--- src/rtl/mod_addsub_pipe.sv ---
// Two-stage modular add/subtract with valid/ready on both sides.
// Define MOD_ADDSUB_RANGE_CHECK_EN to flag out-of-range operands on out_err.
module mod_addsub_pipe #(
    parameter int N   = 4,
    parameter int MOD = 13
) (
    input  logic         clk,
    input  logic         rst,
    input  logic         in_valid,
    output logic         in_ready,
    input  logic         in_s,
    input  logic [N-1:0] in_a,
    input  logic [N-1:0] in_b,
    output logic         out_valid,
    input  logic         out_ready,
    output logic [N-1:0] out_r,
    output logic         out_err
);

    localparam logic [N+1:0] MODX = (N+2)'(MOD);
    localparam logic [N-1:0] MODL = N'(MOD);

    logic         adv1;
    logic         adv2;

    logic [N:0]   a_x;
    logic [N:0]   b_x;
    logic [N:0]   w_add;
    logic [N:0]   w_sub;
    logic [N-1:0] v_add;
    logic [N-1:0] v_sub;
    logic         sel_add;
    logic         sel_sub;
    logic         err_c;

    logic         v1_q,   v1_d;
    logic [N-1:0] w1_q,   w1_d;
    logic [N-1:0] c1_q,   c1_d;
    logic         sel1_q, sel1_d;
    logic         err1_q, err1_d;

    logic         v2_q,   v2_d;
    logic [N-1:0] r2_q,   r2_d;
    logic         err2_q, err2_d;

    assign adv2     = !v2_q | out_ready;
    assign adv1     = !v1_q | adv2;
    assign in_ready = adv1;

    assign a_x   = {1'b0, in_a};
    assign b_x   = {1'b0, in_b};
    assign w_add = a_x + b_x;
    assign w_sub = a_x - b_x;

    // Only the low N bits of the corrected candidate ever reach out_r,
    // so the correction is done at N bits; the select uses full width.
    assign v_add   = w_add[N-1:0] - MODL;
    assign v_sub   = w_sub[N-1:0] + MODL;
    assign sel_add = {1'b0, w_add} >= MODX;
    assign sel_sub = w_sub[N];

`ifdef MOD_ADDSUB_RANGE_CHECK_EN
    assign err_c = ({2'b00, in_a} >= MODX) | ({2'b00, in_b} >= MODX);
`else
    assign err_c = 1'b0;
`endif

    always_comb begin
        v1_d   = v1_q;
        w1_d   = w1_q;
        c1_d   = c1_q;
        sel1_d = sel1_q;
        err1_d = err1_q;
        if (adv1) begin
            v1_d = in_valid;
            if (in_valid) begin
                err1_d = err_c;
                if (in_s) begin
                    w1_d   = w_sub[N-1:0];
                    c1_d   = v_sub;
                    sel1_d = sel_sub;
                end else begin
                    w1_d   = w_add[N-1:0];
                    c1_d   = v_add;
                    sel1_d = sel_add;
                end
            end
        end
    end

    // Bubbles clear v2 but leave the result registers untouched.
    always_comb begin
        v2_d   = v2_q;
        r2_d   = r2_q;
        err2_d = err2_q;
        if (adv2) begin
            v2_d = v1_q;
            if (v1_q) begin
                r2_d   = sel1_q ? c1_q : w1_q;
                err2_d = err1_q;
            end
        end
    end

    always_ff @(posedge clk) begin
        if (rst) begin
            v1_q   <= 1'b0;
            w1_q   <= '0;
            c1_q   <= '0;
            sel1_q <= 1'b0;
            err1_q <= 1'b0;
            v2_q   <= 1'b0;
            r2_q   <= '0;
            err2_q <= 1'b0;
        end else begin
            v1_q   <= v1_d;
            w1_q   <= w1_d;
            c1_q   <= c1_d;
            sel1_q <= sel1_d;
            err1_q <= err1_d;
            v2_q   <= v2_d;
            r2_q   <= r2_d;
            err2_q <= err2_d;
        end
    end

    assign out_valid = v2_q;
    assign out_r     = r2_q;
    assign out_err   = err2_q;

endmodule

--- config.mk ---
export PLATFORM = sky130hd
export DESIGN_NAME = mod_addsub_pipe
export DESIGN_NICKNAME = d
export VERILOG_FILES = /design/src/rtl/mod_addsub_pipe.sv
export SDC_FILE = /design/constraint.sdc
export NUM_CORES = 1
export LEC_CHECK = 0
export ABC_AREA = 1
export CAP_MARGIN = 20
export CORE_UTILIZATION = 35
export DETAILED_ROUTE_END_ITERATION = 16
export PLACE_DENSITY = 0.68
export SLEW_MARGIN = 20
export SYNTH_ARGS = -nofsm -noshare
export SYNTH_HDL_FRONTEND = slang
export SYNTH_SLANG_ARGS = --single-unit
--- constraint.sdc ---
create_clock -name clk -period 2.6 [get_ports clk]
set_clock_uncertainty 0.1 [all_clocks]
set_input_delay 0.39 -clock clk [delete_from_list [all_inputs] [get_ports clk]]
set_output_delay 0.39 -clock clk [all_outputs]
set_load 0.02 [all_outputs]
== After elaboration in Yosys (flattened, before gate mapping) ==
Cells that the tools add are included.

* Bits in registers: 15
* Output and inout bits: 7

* Bitwise gates (word level): 2
* Add/sub/neg operators: 4
* $lt $le $gt $ge: 1
* Mux-type cells: 4
* Reductions and logical operators: 4

{| class="wikitable"
|+ Operators by type and width
! operator !! count
|-
| $mux W4 || 3
|-
| $add A4 B4 Y5 || 1
|-
| $ge A5 B4 Y1 const B || 1
|-
| $sub A4 B4 Y5 || 1
|-
| $add A4 B4 Y4 const B || 1
|-
| $reduce_and A2 Y1 || 2
|-
| $sub A4 B4 Y4 const B || 1
|-
| $logic_not A1 Y1 || 2
|-
| $or A1 B1 Y1 || 2
|-
| $mux W1 || 1
|}

== Logic depth before layout (Yosys ltp) ==
Gate-level depths: netlist of the first run.

* Depth after elaboration: 4
* Depth in mapped cells: 13
* Depth with buffers taken out: 13

== Least setup slack after synthesis of the first run ==
No wires, ideal clock.

* Kind: input-to-reg
* From: in in_a[0]
* To: reg c1_q[2]
* Data required time: 2.391 ns
* Arrival: 1.643 ns
* Stages: 8
* Setup slack: 0.748 ns
* Library setup time: 0.109 ns
* Path buffers: 0
* Cells stage by stage: ha_1 > fa_1 > inv_1 > ha_1 > o21ai_0 > nand3_1 > nand2_1 > inv_1

* Cells in the longest elaborated chain, start to end: 3
* Elaborated cells between the ends (all ways): 5
* Those cells by class: add/sub: 4; mux: 1

{| class="wikitable"
|+ Ends and longest elaborated chain
! element !! line !! RTL
|-
| from (decl) || 12 || <nowiki>input logic [N-1:0] in_a,</nowiki>
|-
| $add A4 B4 Y5 or $sub A4 B4 Y5 (tied branches) || 52, 53 ||
|-
| $sub A4 B4 Y4 or $add A4 B4 Y4 (tied branches) || 57, 58 ||
|-
| $mux W4 * || 78 || <nowiki>if (in_s) begin</nowiki>
|-
| to (signal assigned) || 109 || <nowiki>c1_q <= '0;</nowiki>
|-
| to (signal assigned) || 118 || <nowiki>c1_q <= c1_d;</nowiki>
|-
| to (decl) || 38 || <nowiki>logic [N-1:0] c1_q, c1_d;</nowiki>
|}

Every way passes the cells marked *; elsewhere a longest branch is shown, timed or not.
A chain may end at the register's enable or synchronous reset.

== Final worst setup path of the first run ==
Same ends and word-level chain as after synthesis.

==> results of run 1 <==
## power by group
group | switching, mW | leakage [nW] | internal [mW] | total (mW)
clock | 0.0705 | 0.0150 | 0.0595 | 0.130
combinational | 0.118 | 0.515 | 0.0846 | 0.202
sequential | 0.0116 | 0.124 | 0.249 | 0.260
total | 0.200 | 0.654 | 0.393 | 0.593
## state kept, by name (all words and copies together), names as in the netlist
| signal | count |
|---|---|
| c1_q | 4 |
| out_r | 4 |
| sel1_q | 1 |
| v1_q | 1 |
| w1_q | 4 |
| out_valid | 1 |
## stage by stage
| step | setup WS, ps | utilization (%) |
|---|---|---|
| CTS | 401 | 45.4 |
| finish | 390 | 45.4 |
| global route | 289 | 45.4 |
| floorplan | 748 | - |
| detailed placement | 108 | 44.4 |
| global placement | 158 | 44.4 |
## final cells by class
| type | count | area (um2) |
|---|---|---|
| multi-input combinational | 112 | 636 |
| tap | 31 | 38.8 |
| inverter | 30 | 113 |
| sequential | 15 | 300 |
| clock buffer | 4 | 26.3 |
| fill | 309 | 1560 |
| timing repair buffer | 18 | 180 |
## per-layer routing
layer / vias up / wire [um] / track usage [%]
li1: 558 / - / -
met1: 461 / 1090 / 18.5
met2: 20 / 1060 / 27.1
met3: 2 / 69 / 2.68
met4: 0 / 8 / 4.08
met5: - / 0 / 0
## tightest hold or removal path: stages (launching register included)
cell     delay [ps]
dfxtp_1         320
nand2_1          60
a21oi_1          60
## layout by cell type (no fill, tap or decap)
cell type / synthesis / routed
o21ai_0: 11 / 11
inv_1: 30 / 30
nand3_1: 17 / 17
clkdlybuf4s50_1: 0 / 18
nor2_1: 11 / 11
ha_1: 11 / 11
nand2_1: 30 / 30
o211ai_1: 1 / 1
a31oi_1: 3 / 3
clkbuf_4: 0 / 3
conb_1: 1 / 1
o21a_1: 1 / 1
fa_1: 2 / 2
a211oi_1: 1 / 1
clkbuf_1: 1 / 1
nand2_2: 1 / 1
a21oi_1: 21 / 21
dfxtp_1: 15 / 15
nand3b_1: 1 / 1
## synth_stat cells
cell and n:
a31oi_1 3, fa_1 2, dfxtp_1 15, nand3_1 17, buf_4 1, ha_1 11, nand2_2 1, a211oi_1 1
conb_1 1, nand3b_1 1, clkbuf_8 2, inv_1 30, o211ai_1 1, o21ai_0 11, a21oi_1 21, o21a_1 1
clkbuf_1 1, nor2_1 11, clkbuf_2 1, nand2_1 30
## kinds of logic after synthesis
group           after synthesis
flops                        15
fa+ha+maj                    13
buf+inv                      35
other cells                   1
compound gates               38
simple gates                 60
## worst paths after layout
kind                                 from       to  cells after the start
worst max-delay path              in_a[0]  c1_q[2]                     11
worst max register to register  out_valid  w1_q[1]                      5
worst min-delay path              c1_q[0]  c1_q[0]                      2
worst min register to register    c1_q[0]  c1_q[0]                      2
==> impl_metrics.tcl, run 1 <==
set metrics [dict create \
    setup_viol 0 \
    whs_ps 372 \
    syn_to_final_growth_pct 18.4 \
    synth_top_family_by_area "simple AND/OR/NAND/NOR gates" \
    grt.total_usage_pct 15.1 \
    synth_compound_area_share_pct 18.4 \
    syn_avg_cell_area_um2 6.74 \
    grt_max_degree 12 \
    path_common_cell "inv_1" \
    worst_hold_path_type "reg2reg" \
    synth_fa_ha_area_share_pct 16.3 \
    drv_cap 0 \
    status "finished with violations" \
    synth_warnings 0 \
    synth_top_area_share_pct 27.5 \
    post_drt_wl_per_cell_um 10.6 \
    root_buffer "clkbuf_4" \
    critPathArrivalTime_ps 2340 \
    slowest_stage "clkdlybuf4s50_1" \
    synth_area_um2 1090 \
    min_period_ps 2210 \
    cpPeakStageDelay_ps 500 \
    grt_overflow 0 \
    fin_crit_sh_pct 85.0 \
    syn_nets 188 \
    initial_utilization_pct 38.3 \
    numClockSinks 15 \
    final_nets 206 \
    grt_pass1_vias 989 \
    drc 1 \
    ys_seq_elements 15 \
    rsz0062_at_grt "false" \
    powerDensity_nw_per_um2 458 \
    maxSlewViolCount 0 \
    drive_above_1_share_pct 2.23 \
    dpl_cell_area_um2 1270 \
    worst-r2r-setup-slack_ps 1240 \
    worstSkewPairLatency_ps 280 \
    fmax_mhz 453 \
    cp_max_fo 3 \
    critPathBufInv 4 \
    routed_via_density 4.96 \
    core_um2 2850 \
    cpLargestDelayFamily "adder cells" \
    synthXorXnorAreaFrac_pct 0 \
    cts_max_path_buffers 2 \
    clkTransAtPathRegs_ps 80 \
    dr.pass1.iters 10 \
    wl_um 2220 \
    worst_setup_path_end_kind "flip-flop" \
    fin_area_um2 1290 \
    cts_setup_buffers 0 \
    failed_checks "design-rule violations" \
    synth_largest_area_cell "dfxtp_1" \
    numPortBuffers 18 \
    htreeDepth 1 \
    cts-hold-fix-buffers 0 \
    chipHeight_um 57.9 \
    final_cells 210 \
    p_total_mw 0.593 \
    cts_resized 0 \
    synthMuxAreaShare_pct 0 \
    vias 1041 \
    irDropWorstVdd_mv 0.151 \
    synthSimpleGateAreaFrac_pct 23.1 \
    setup_tns_ps 0 \
    die_w_um 57.9 \
    fp.dieArea_um2 3350 \
    grt_pass1_wl_um 4030 \
    synth_cell_types 20 \
    ant_nets 0 \
    cts_buffers 3 \
    p_leak_nw 0.654 \
    io_pins 20 \
    rows 19 \
    ys_seq_area_share_pct 27.5 \
    worstPathCellList "clkdlybuf4s50_1, inv_1, ha_1, inv_1, fa_1, ha_1, a21oi_1, o21ai_0, nand3_1, nand2_1, inv_1" \
    hold_viol 0 \
    start_kind "primary input" \
    place_inst 206 \
    routabilityCongestion 0.823 \
    synthesis.instances 162 \
    antenna_found_initial 0 \
    n_antenna_cell 0 \
    synth.top_cells.by_area "dfxtp_1 (27%), ha_1 (13%), inv_1 (10%), nand2_1 (10%), a21oi_1 (9.6%)" \
    critical_path_class "in2reg" \
    cts_tree "built" \
    required_ps 2730 \
    hpwl_um 1870 \
    drt-initial-drc-count 38 \
]
No activity file was read; power rests on OpenSTA's default activity.
==> run 2, diff against run 1 <==
==> constraint.sdc (replaced) <==
create_clock -name clk -period 2.2 [get_ports clk]
set_clock_uncertainty 0.1 [all_clocks]
set_input_delay 0.33 -clock clk [delete_from_list [all_inputs] [get_ports clk]]
set_output_delay 0.33 -clock clk [all_outputs]
set_load 0.02 [all_outputs]
==> run 2 against run 1 <==
The flow still finishes with violations (design-rule violations). Register-to-register slack got worse by 400 ps. Largest power group unchanged. Routed wire length increased by 2.9%. Critical path type unchanged. Largest cell class unchanged. Non-clock buffer count grew 9. Worst hold slack improved by 6.2 ps. Sequential cell count did not move. Worst setup slack worse by 290 ps.
==> impl_metrics.tcl, run 2 (synthesis results as in run 1) <==
set metrics [dict create \
    status "finished with violations" \
    failed_checks "design-rule violations" \
    grt_pass1_wl_um 3970 \
    grt_overflow 0 \
    drv_cap 0 \
    layout_common_cells "nand2_1 (30), inv_1 (29), a21oi_1 (21)" \
    numClockSinks 15 \
    drt-initial-drc-count 47 \
    cts_max_path_buffers 2 \
    routed_via_density 4.89 \
    setup_viol 0 \
    critical_path_class "in2reg" \
    required_ps 2280 \
    antenna_found_initial 0 \
    clkTransAtPathRegs_ps 90 \
    die_w_um 57.9 \
    fp.dieArea_um2 3350 \
    powerDensity_nw_per_um2 525 \
    layout_commonest_cell "nand2_1" \
    chipHeight_um 57.9 \
    root_buffer "clkbuf_4" \
    grt.total_usage_pct 14.5 \
    p_leak_nw 0.698 \
    p_total_mw 0.716 \
    io_pins 20 \
    irDropWorstVdd_mv 0.236 \
    dp_slack_ps -204 \
    drive_above_1_share_pct 8.51 \
    fin_crit_sh_pct 95.6 \
    n_antenna_cell 0 \
    vias 1071 \
    min_period_ps 2100 \
    critPathArrivalTime_ps 2180 \
    rsz0062_at_grt "false" \
    worst_hold_path_type "reg2reg" \
    start_kind "primary input" \
    fmax_mhz 475 \
    ant_nets 0 \
    maxSlewViolCount 0 \
    dr.pass1.iters 10 \
    worstSkewPairLatency_ps 280 \
    drc 1 \
    hold_viol 0 \
    hpwl_um 1870 \
    rows 19 \
    cts_buffers 3 \
    cts_tree "built" \
    cp_max_fo 3 \
    syn_to_final_growth_pct 25.0 \
    worst_setup_path_end_kind "flip-flop" \
    core_um2 2850 \
    wl_um 2280 \
    grt_pass1_vias 980 \
    routabilityCongestion 0.776 \
    initial_utilization_pct 38.3 \
    final.setup.worst_slack_ps 96.7 \
    post_drt_wl_per_cell_um 10.4 \
    numPortBuffers 18 \
    cts-hold-fix-buffers 0 \
    final_nets 215 \
    fillers 308 \
    grt_max_degree 12 \
    htreeDepth 1 \
]
## run 2: cell count changes in the layout (fill, tap and decap cells not counted), sizes merged
cell | before | now
clkbuf | 4 | 3
buf | 0 | 9
clkinv | 0 | 1
## run 2: cell type report
type                            instances  area [um2]  share of cell area, %
Clock buffer                            3        22.5                   1.65
Clock inverter                          1        5.00                  0.367
Inverter                               30         113                   8.25
Multi-Input combinational cell        112         638                   46.7
Sequential cell                        15         300                   22.0
Tap cell                               31        38.8                   2.84
Timing Repair Buffer                   27         248                   18.1
## run 2: repair_timing
item                       4_1_cts  5_1_grt
setup endpoints to repair        0        2
resized for setup                0        3
buffers inserted                 0        0
## run 2: where the power goes
part	switching, mW	internal [mW]
clock	0.0840	0.0673
sequential	0.0139	0.294
combinational	0.143	0.114
## run 2: worst max-delay path: stages
cell and delay (ps):
clkdlybuf4s50_1 490, inv_1 50, ha_1 190, inv_2 70
fa_1 460, ha_1 230, o21ai_0 170, nand3_1 100
nand2_1 70, inv_1 30
## run 2: worst paths after layout
| kind | start | to | slack [ps] | cells past startpoint |
|---|---|---|---|---|
| setup / recovery | in_a[0] | c1_q[2] | 100 | 10 |
| hold / removal | c1_q[0] | c1_q[0] | 380 | 2 |
| setup reg to reg | out_valid | sel1_q | 840 | 5 |
| hold reg to reg | c1_q[0] | c1_q[0] | 380 | 2 |
## run 2: metrics by stage
stage / instances / instance area (um2) / hold WS, ps / setup TNS, ps / utilization, %
5_1_grt: 219 / 1370 / 405 / 0 / 47.9
2_1_floorplan: 162 / 1090 / 344 / 0 / -
3_3_place_gp: 215 / 1340 / 357 / -480 / 46.8
3_5_place_dp: 215 / 1340 / 368 / -703 / 46.8
4_1_cts: 219 / 1360 / 382 / 0 / 47.8
6_report: 219 / 1370 / 379 / 0 / 47.9
## run 2: layer usage
metal | GRT usage, % | routed length, um | up-vias
met4 | 2.04 | 0 | 0
met5 | 0 | 0 | -
met1 | 20.2 | 1100 | 482
met2 | 24.6 | 1120 | 16
li1 | - | - | 573
met3 | 2.01 | 57 | 0
==> run 3, diff against run 2 <==
--- a/config.mk
+++ b/config.mk
@@ -8,6 +8,7 @@
 export ABC_AREA = 1
 export CAP_MARGIN = 20
 export CORE_UTILIZATION = 35
+export CTS_CLUSTER_DIAMETER = 80
 export DETAILED_ROUTE_END_ITERATION = 16
 export PLACE_DENSITY = 0.68
 export SLEW_MARGIN = 20
==> results of run 3 <==
Same layout as run 2: the final DEF is identical, and so are final timing and power.
==> RTL edit 1 (settings of run 3) <==
Reset style: asynchronous (`rst`), changed in one clocked block.
--- a/src/rtl/mod_addsub_pipe.sv
+++ b/src/rtl/mod_addsub_pipe.sv
@@ -102,7 +102,7 @@
         end
     end
 
-    always_ff @(posedge clk) begin
+    always_ff @(posedge clk or posedge rst) begin
         if (rst) begin
             v1_q   <= 1'b0;
             w1_q   <= '0;
Function: differs if rst is asserted again (counterexample within 4 cycles, from zero or initial values and one cycle with rst high); with rst held inactive, the same outputs for 10 cycles.
==> RTL edit 1 against run 3 <==
Final cell count up 0.46%. Via count down 3.7%. Combinational power up 63%. Wire length down 6.4%. Total power up 33%. Register-to-register slack better by 0.04 ns. Design area up 5.6%. Area after synthesis up 3.9%. Setup slack better by 0.13 ns. Sequential cell count unchanged. Critical endpoint is now in_ready.
==> RTL edit 1: results (changes against run 3) <==
Final layout
  • Share of layout cells above drive strength 1: 0.142 (+0.0569)
  • Nets@finish: 203 (-5.6%)
  • Ant diodes: 0 (unchanged)

Global routing
  • First-pass GRT wire length: 3860 um (-2.8%)
  • GR Util All Layers: 0.142 (-0.00387)
  • Number of global-route vias before repair: 991 (+1.1%)
  • Initial antenna violation count: 0 (unchanged)
  • Largest net degree at the start of global routing: 16 (+4)

Place
  • Post-placement cell area: 1390 um2 (+4.3%)
  • Placer Congestion: 0.770 (-0.79%)
  • Hpwl dp: 1780 um (-5.2%)
  • Setup slack at placement: -0.201 ns (+0.00271 ns)
  • Port bufs: 18 (unchanged)

Route
  • Routed vias/inst: 4.69 (-4.2%)
  • Wire length per cell: 9.72 um (-6.8%)
  • Initial DRC count: 37 (-21%)
  • Pre-antenna DRT Iters: 4 (-6)
  • Via Count: 1031 (-3.7%)

Power
  • VDD IR-drop max: 0.180 mV (-24%)
  • LEAKAGE: 0.758 nW (+8.7%)

Clock network
  • H-tree Lvls: 1 (unchanged)
  • Clk slew on worst S/H paths: 0.09 ns (about the same)
  • Inserted Clock Buffers: 3 (unchanged)
  • Clock Tree Buf Depth: 2 (unchanged)
  • Worst skew pair latency: 0.28 ns (about the same)
  • Root buffer cell: clkbuf_4

Synth
  • Commonest cells post-synth: nand2_1 (29), inv_1 (23), a21oi_1 (16), nand3_1 (16), dfrtp_1 (15)
  • Cells after Synth: 150 (-7.4%)
  • Synthesis warning total: 0 (unchanged)
  • Seq/Total Area, Yosys: 0.331 (+0.0558)
  • Syn Nets: 176 (-6.4%)
  • Post-synth ARST share: 1.00 (+1.00)
  • Post-synth cell types: 23 (+15%)
  • Area contributors post-synth: dfrtp_1 (33%), ha_1 (12%), nand2_1 (9.6%), inv_1 (7.6%), a21oi_1 (7.1%)

Setup path
  • R2r setup slk: 0.88 ns (+0.04 ns)
  • Arrival @ worst endpoint: 1.54 ns (-0.64 ns)
  • Crit Path Max Fanout: 3 (unchanged)

Status
  • Status: completed

Hold path
  • Worst min-delay path class: input pin to async pin

Timing
  • Final setup vio count: 0 (unchanged)
  • Max_slew headroom: 0.648
  • Setup ws final: 0.227 ns (+0.130 ns)
## RTL edit 1: power breakdown
part	switching [mW]	internal (mW)	total, mW
logic	0.227	0.191	0.418
clock network	0.0846	0.0674	0.152
registers	0.0397	0.342	0.382
## RTL edit 1: stage by stage
| stage | setup TNS [ns] | hold WS, ns |
|---|---|---|
| 2_1_floorplan | 0 | 0.131 |
| 3_3_place_gp | -0.467 | 0.373 |
| 3_5_place_dp | -0.735 | 0.378 |
| 4_1_cts | 0 | 0.305 |
| 5_1_grt | 0 | 0.338 |
| 6_report | 0 | 0.282 |
## RTL edit 1: logic make-up after synthesis
group,after synthesis,share of synthesized area
buf+inv,28,0.106
fa+ha+maj,13,0.157
simple gates,63,0.255
flops,15,0.331
other cells,1,0.00330
mux,1,0.00882
compound gates,29,0.140
## RTL edit 1: layout make-up
type	instances	area (um2)
fill	341	1610
sequential	15	375
multi-input combinational	107	646
tap	44	55.1
clock inverter	1	5.00
timing repair buffer	26	248
inverter	24	90.1
clock buffer	3	22.5
## RTL edit 1: path summary, 6_finish.rpt
check                                       from                    to  cells after the start
max                                    out_ready              in_ready                      4
min                                          rst  out_r[1]$_DFFE_PP0P_                      2
max reg2reg                out_valid$_DFFE_PP0P_   w1_q[1]$_DFFE_PP0P_                      5
min reg2reg                  w1_q[0]$_DFFE_PP0P_   w1_q[0]$_DFFE_PP0P_                      2
max in group asynchronous                    rst   c1_q[2]$_DFFE_PP0P_                      2
min in group clk             w1_q[0]$_DFFE_PP0P_   w1_q[0]$_DFFE_PP0P_                      2
## RTL edit 1: routing by layer
layer	GRT usage	routed length [um]	vias to the layer above
met2	0.268	1090	29
li1	-	-	534
met5	0	0	-
met1	0.168	948	466
met4	0.0408	6	0
met3	0.0132	94	2
## RTL edit 1: critical path, cell delays in order
cell             delay (ns)
clkdlybuf4s50_1        0.46
inv_1                  0.06
nand3_2                0.09
clkdlybuf4s50_1        0.60
## RTL edit 1: what timing repair did
| action | 4_1_cts | 5_1_grt |
|---|---|---|
| endpoints found under the setup margin | 0 | 2 |
| gates resized for setup | 0 | 8 |
| setup buffers | 0 | 1 |
==> RTL edit 2 (settings of run 3) <==
Made on the original files. Add a define of `MOD_ADDSUB_RANGE_CHECK_EN`.
--- a/src/rtl/mod_addsub_pipe.sv
+++ b/src/rtl/mod_addsub_pipe.sv
@@ -1,5 +1,7 @@
 // Two-stage modular add/subtract with valid/ready on both sides.
 // Define MOD_ADDSUB_RANGE_CHECK_EN to flag out-of-range operands on out_err.
+`define MOD_ADDSUB_RANGE_CHECK_EN
+
 module mod_addsub_pipe #(
     parameter int N   = 4,
     parameter int MOD = 13
Check against the original RTL: not equivalent (a bounded check fails within 4 cycles, from zero or initial values and one cycle with rst high).
==> RTL edit 2 against run 3 <==
Final cell count grew 12%. Design area grew 11%. Synthesized cell count grew 4.9%. Via count grew 6.4%. Global-route usage grew 0.20 points. Area after synthesis grew 7.2%. Die area grew 7.0%. Non-clock buffer count grew 5. Sequential cell count grew 2. Total power grew 11%. Setup slack gained 0.091 ns. Wire length grew 4.9%. Combinational power grew 11%. Critical path type unchanged. Largest cell class unchanged.
==> RTL edit 2: results (changes against run 3) <==
Route
  • Wirelength, routed: 2400 um (+4.9%)
  • Uppermost layer routed: met4
  • Initial DRC count: 19 (-60%)
  • Met2 routed WL: 1100 um (-1.9%)
  • Met1 wire length: 1200 um (+8.8%)
  • Metal3 WL: 63 um (+11%)

Synth
  • Seq/Total Area, Yosys: 0.291 (+0.0157)
  • Area contributors post-synth: dfxtp_1 (29%), ha_1 (12%), inv_1 (9.0%), nand2_1 (9.0%), a21oi_1 (8.1%)
  • Cells after Synth: 170 (+4.9%)
  • Syn Nets: 196 (+4.3%)
  • Commonest cells post-synth: inv_1 (28), nand2_1 (28), a21oi_1 (19)

Place
  • Setup slack at placement: -0.371 ns (-0.168 ns)
  • # placed instances: 241 (+12%)
  • Port bufs: 19 (+1)
  • Placer Congestion: 0.811 (+4.5%)
  • Post-placement cell area: 1480 um2 (+11%)

Setup path
  • Worst Setup EP: c1_q[3]$_SDFFE_PP0P_
  • Critical path origin: in_a[1]
  • Arrival @ worst endpoint: 2.11 ns (-0.07 ns)
  • Largest stage delay, worst path: 0.60 ns (+0.11 ns)
  • Crit-path leading delay family: buffers and inverters

Power
  • VDD IR-drop max: 0.176 mV (-25%)
  • LEAKAGE: 0.751 nW (+7.7%)

Timing
  • Hold WS: 0.374 ns (-0.00515 ns)

Final layout
  • Nets@finish: 229 (+6.5%)

Clock network
  • PostCTS Resize Cnt: 2 (+2)
  • Total setup buffers inserted after CTS: 1 (+1)

Floorplanning
  • Die ar.: 3580 um2 (+7.0%)

Global routing
  • Met3 usage: 0.0130 (-0.00710)
  • GR Util All Layers: 0.147 (+0.00197)
  • M2 GR Usage: 0.259 (+0.0124)
  • First-pass GRT wire length: 4050 um (+2.1%)
  • Global-route met1 utilization: 0.184 (-0.0179)
  • Number of global-route vias before repair: 1004 (+2.4%)

Status
  • Status: completed
==> RTL edit 2: changes by cell type after synthesis, sizes merged <==
cell	before	now
dfxtp	15	17
nand3	17	18
o211ai	1	3
buf	1	3
nor2	11	13
clkbuf	4	1
o21ai	11	14
conb	1	0
or2	0	1
a21oi	21	20
==> RTL edit 2: area by class of cell <==
type	count	area, um2
Fill cell	352	1580
Multi-Input combinational cell	119	697
Sequential cell	17	340
Timing Repair Buffer	32	289
Inverter	30	113
Tap cell	44	55.1
Clock buffer	4	26.3
==> RTL edit 2: power by group <==
group          switching (mW)  internal [mW]
Sequential             0.0153          0.333
Clock                  0.0897         0.0704
Combinational           0.153          0.132
==> RTL edit 2: cells by family (layout without fill, tap and decap cells) <==
family,Yosys count,after routing,synth area share
DFF,17,17,0.291
buffers and inverters,34,66,0.116
adders and majority gates,13,13,0.152
AOI/OAI and AO/OA,42,42,0.201
and+or+nand+nor,64,64,0.240
